--- config.mk ---
export PLATFORM = sky130hd
export DESIGN_NAME = free_list
export DESIGN_NICKNAME = d
export VERILOG_FILES = /design/src/rtl/free_list.sv
export SDC_FILE = /design/constraint.sdc
export NUM_CORES = 1
export LEC_CHECK = 0
export CAP_MARGIN = 20
export CORE_MARGIN = 10
export CORE_UTILIZATION = 35
export CTS_BUF_LIST = sky130_fd_sc_hd__clkbuf_8
export CTS_CLUSTER_DIAMETER = 30
export CTS_CLUSTER_SIZE = 14
export DETAILED_ROUTE_END_ITERATION = 10
export GPL_TIMING_DRIVEN = 1
export SLEW_MARGIN = 0
export SYNTH_ARGS = -nofsm -noshare
export SYNTH_HDL_FRONTEND = slang
export SYNTH_SLANG_ARGS = --single-unit
--- constraint.sdc ---
create_clock -name clk -period 6.3 [get_ports clk]
set_input_delay 0.945 -clock clk [delete_from_list [all_inputs] [get_ports clk]]
set_output_delay 0.945 -clock clk [all_outputs]
set_load 0.005 [all_outputs]
--- src/rtl/free_list.sv ---
`default_nettype none
// ============================================================================
// Module   : free_list
// Purpose  : Circular FIFO of free physical register indices, refilled by the
//            retirement RAT and drained by rename; flush restores it to full.
// Revision : 1.0 - initial release
// ============================================================================
module free_list #(
    parameter int PRF_DEPTH = 64,
    parameter int ARF_DEPTH = 32,
    parameter int PRF_IDX   = $clog2(PRF_DEPTH)
) (
    input  logic                                        clk,
    input  logic                                        rst,
    input  logic                                        rrf_valid,
    input  logic [PRF_IDX-1:0]                          rrf_stale_idx,
    input  logic                                        dq_ready,
    output logic                                        dq_valid,
    output logic [PRF_IDX-1:0]                          dq_idx,
    input  logic                                        flush,
    output logic [$clog2(PRF_DEPTH-ARF_DEPTH+1)-1:0]    free_count
);

    localparam int FL_DEPTH = PRF_DEPTH - ARF_DEPTH;
    localparam int C_IDX_W  = $clog2(FL_DEPTH);
    localparam int C_PTR_W  = C_IDX_W + 1;
    localparam int C_CNT_W  = $clog2(FL_DEPTH + 1);

    logic [PRF_IDX-1:0] r_mem [FL_DEPTH];
    logic [C_PTR_W-1:0] r_head;
    logic [C_PTR_W-1:0] r_tail;

    logic [C_IDX_W-1:0] w_head_idx;
    logic [C_IDX_W-1:0] w_tail_idx;
    logic               w_empty;
    logic               w_full;
    logic               w_deq;
    logic               w_enq;
    logic [C_PTR_W-1:0] w_tail_next;
    logic [C_PTR_W-1:0] w_head_next;
    logic [C_CNT_W-1:0] w_count;

    // Index wraps at FL_DEPTH-1 and toggles the wrap bit, so depths need not be powers of two.
    function automatic logic [C_PTR_W-1:0] ptr_inc(input logic [C_PTR_W-1:0] p);
        if (p[C_IDX_W-1:0] == C_IDX_W'(FL_DEPTH - 1)) begin
            ptr_inc = {~p[C_PTR_W-1], {C_IDX_W{1'b0}}};
        end else begin
            ptr_inc = p + C_PTR_W'(1);
        end
    endfunction

    assign w_head_idx = r_head[C_IDX_W-1:0];
    assign w_tail_idx = r_tail[C_IDX_W-1:0];
    assign w_empty    = (r_head == r_tail);
    assign w_full     = (w_head_idx == w_tail_idx) && (r_head[C_PTR_W-1] != r_tail[C_PTR_W-1]);

    assign w_deq = !w_empty && dq_ready && !flush;
    // A full list still accepts a write when the head is leaving on the same edge.
    assign w_enq = rrf_valid && (!w_full || w_deq);

    always_comb begin
        w_tail_next = r_tail;
        if (w_enq) begin
            w_tail_next = ptr_inc(r_tail);
        end
    end

    always_comb begin
        w_head_next = r_head;
        if (flush) begin
            w_head_next = {~w_tail_next[C_PTR_W-1], w_tail_next[C_IDX_W-1:0]};
        end else if (w_deq) begin
            w_head_next = ptr_inc(r_head);
        end
    end

    always_comb begin
        if (r_head[C_PTR_W-1] == r_tail[C_PTR_W-1]) begin
            w_count = C_CNT_W'(w_tail_idx) - C_CNT_W'(w_head_idx);
        end else begin
            w_count = C_CNT_W'(FL_DEPTH) + C_CNT_W'(w_tail_idx) - C_CNT_W'(w_head_idx);
        end
    end

    always_ff @(posedge clk or negedge rst) begin
        if (!rst) begin
            r_head <= '0;
            r_tail <= {1'b1, {C_IDX_W{1'b0}}};
        end else begin
            r_head <= w_head_next;
            r_tail <= w_tail_next;
        end
    end

    // Reset contents mirror the RAT identity map: arch i owns phys i, the rest are free.
    always_ff @(posedge clk or negedge rst) begin
        if (!rst) begin
            for (int i = 0; i < FL_DEPTH; i++) begin
                r_mem[i] <= PRF_IDX'(ARF_DEPTH + i);
            end
        end else if (w_enq) begin
            r_mem[w_tail_idx] <= rrf_stale_idx;
        end
    end

    assign dq_valid   = !w_empty;
    assign dq_idx     = r_mem[w_head_idx];
    assign free_count = w_count;

    a_no_overflow: assert property (@(posedge clk) disable iff (!rst)
        !(rrf_valid && w_full && !w_deq));

    a_no_phys_zero: assert property (@(posedge clk) disable iff (!rst)
        !(rrf_valid && (rrf_stale_idx == '0)));

endmodule
`default_nettype wire
==> flow_summary.json <==
{
  "port_buffers": 23,
  "synth_nets": 713,
  "r2r_start": "r_head[0]",
  "final_core_util": 0.407,
  "antennaDiodeCount": 0,
  "worst_pin_slew_ns": 1.04,
  "path_max_fanout": 54,
  "max_freq_mhz": 222,
  "ir_drop_uv": 251,
  "r2r_end": "r_mem[124]",
  "hold_viol": 0,
  "hpwl_um": 15400,
  "synth_top_family_by_area": "multiplexers",
  "grt_overflow_total": 0,
  "ff2ff_setup_slack_ns": 3.15,
  "rows": 65,
  "synthTopCellsByCount": "192 x mux2_4, 113 x dfstp_2, 91 x dfrtp_1, 37 x mux4_2, 32 x nand2_8",
  "grt_antenna_before_repair": 0,
  "area_growth_pct": 14.3,
  "synth_ff_type": "dfstp_2",
  "io_pins": 24,
  "drtIter0Drc": 352,
  "skew_ns": 0.0260,
  "core_area_mm2": 0.0317,
  "cts_htree_levels": 2,
  "ys_seq_area_frac": 0.465,
  "grt_usage": 0.131,
  "synthArstFlopShare": 1.00,
  "synth_largest_area_cell": "dfstp_2",
  "setup_viol": 0,
  "nets": 751,
  "critPathKind": "register to output port",
  "synth_compound_area_frac": 0.0431,
  "avgSynthCellArea_um2": 16.4,
  "die-area_mm2": 0.0398,
  "synth_edf_count": 0,
  "avgViaCountPerCell": 5.06,
  "grt_pass1_vias": 6438,
  "vias": 5900,
  "synth_simple_gate_area_share": 0.0887,
  "fin_ws_ns": 1.79,
  "cts_root_buf": "clkbuf_8",
  "die_w_um": 200,
  "min_path_type": "input port to asynchronous set/reset pin",
  "drtAntennaViolNets": 0,
  "drive_gt1_frac": 0.637,
  "fill_cells": 2869,
  "maxCapViolations": 0,
  "cp-end-kind": "output port",
  "slew_headroom": 0.308,
  "place.gp.congestion": 0.805,
  "synth-adder-area-share": 0.0151,
  "layout_worst_path_cycle_share": 0.715,
  "powerDensity_mw_per_mm2": 535,
  "dr.pass1.iters": 4,
  "critPathRequiredTime_ns": 5.35,
  "synthTopCellsByArea": "dfstp_2 26%, mux2_4 26%, dfrtp_1 20%, mux4_2 7.4%, nand2_8 5.7%",
  "timing.setup.tns_ns": 0,
  "ys_seq_elements": 204,
  "clock-sinks": 204,
  "cp-start-kind": "register",
  "drc": 0,
  "syn-cell-area_mm2": 0.0113,
  "slew_violations": 0,
  "synth_xor_area_frac": 0.00532,
  "cts_tree": "built",
  "grt_pass1_wl_um": 40000,
  "wl_um": 25500,
  "yosysMostFrequentCell": "mux2_4",
  "period_minus_slack_ns": 4.51,
  "cts_buffers": 47,
  "cts_post_setup_buffers_inserted": 0,
  "dp_slack_ns": 2.30,
  "rsz0062_at_grt": "false",
  "netlist-cell-type-count": 60,
  "synth_warnings": 0,
  "syn_inst": 689,
  "synthMuxAreaShare": 0.352,
  "start_util": 0.356,
  "r2r_cells": 6,
  "status": "complete, no violations",
  "path_clk_slew_ns": 0.06,
  "grt_max_degree": 103,
  "cts.path.max_buffers": 3,
  "synth_top_area_share": 0.263,
  "arrival_ns": 3.56,
  "fin_total_pwr_mw": 6.90,
  "hold_buffers": 0,
  "clock_latency_ns": 0.55,
  "chipHeight_um": 200,
  "wire_per_inst_um": 21.9,
  "cts_resized": 0,
  "p_leak_nw": 5.78
}
[power breakdown]
part,internal (mW),total [mW],switching [mW],leakage [nW]
Sequential,2.08,2.58,0.504,2.32
Clock,1.02,1.66,0.636,0.561
Combinational,1.57,2.66,1.09,2.89
[per-layer routing]
metal / wire length, um / vias up / GRT usage
li1: - / 2646 / -
met1: 12100 / 3085 / 0.183
met2: 11500 / 124 / 0.199
met3: 1230 / 45 / 0.0269
met4: 581 / 0 / 0.0415
met5: 0 / - / 0
[cells in the final DEF, fill, tap and decap left out, drive strengths merged, types with 8 or more instances in the layout]
master         instances
clkbuf                57
clkinv                 9
dfstp                113
a22oi                  8
buf                   13
mux2                 193
mux4                  37
clkdlybuf4s50         22
nor2                   9
nand2                 41
a21oi                 15
ha                    12
o21ai                  8
inv                   25
mux2i                 25
o221ai                11
dfrtp                 91
[critical path, cell delays in order, from the launching register on]
cell and delay (ns):
dfrtp_4 1.10, mux4_2 0.62, nand3_1 0.13, nand2_1 0.06, a221oi_1 0.38, a22oi_1 0.20
clkdlybuf4s50_1 0.52
[area by class of cell]
type | count | area (um^2) | share of cell area
timing repair buffer | 36 | 335 | 0.0260
clock buffer | 56 | 771 | 0.0598
clock inverter | 29 | 284 | 0.0220
tap | 402 | 503 | 0.0390
sequential | 204 | 5250 | 0.407
multi-input combinational | 423 | 5700 | 0.442
inverter | 15 | 56.3 | 0.00437
[sequential cells by signal, indices dropped and copies added (netlist names)]
register	flops
r_mem	192
r_head	6
r_tail	6
[stage by stage]
stage / hold WS [ns] / area, um^2 / std cells
floorplan: 0.476 / 11300 / 689
global placement: 0.489 / 11800 / 1079
detailed placement: 0.488 / 11800 / 1080
CTS: 0.505 / 12900 / 1165
global route: 0.512 / 12900 / 1165
finish: 0.499 / 12900 / 1165
[worst max path at each step]
stage               from       endpoint  slack (ns)  cells past startpoint
3_5_place_dp   r_head[0]      dq_idx[4]        2.30                      5
6_report       r_head[0]      dq_idx[4]        1.79                      6
3_3_place_gp   r_head[0]      dq_idx[4]        2.24                      6
5_1_grt        r_head[0]      dq_idx[5]        1.58                      5
2_1_floorplan  r_head[4]  free_count[5]        3.37                      8
4_1_cts        r_head[0]      dq_idx[4]        1.71                      5
[cell families after synthesis]
group,count (synthesis)
muxes,255
DFF,204
and+or+nand+nor,81
AOI/OAI and AO/OA,68
buffers and inverters,62
adders and majority gates,13
xor gates and xnor gates,6
No activity file was read; power rests on OpenSTA's default activity.
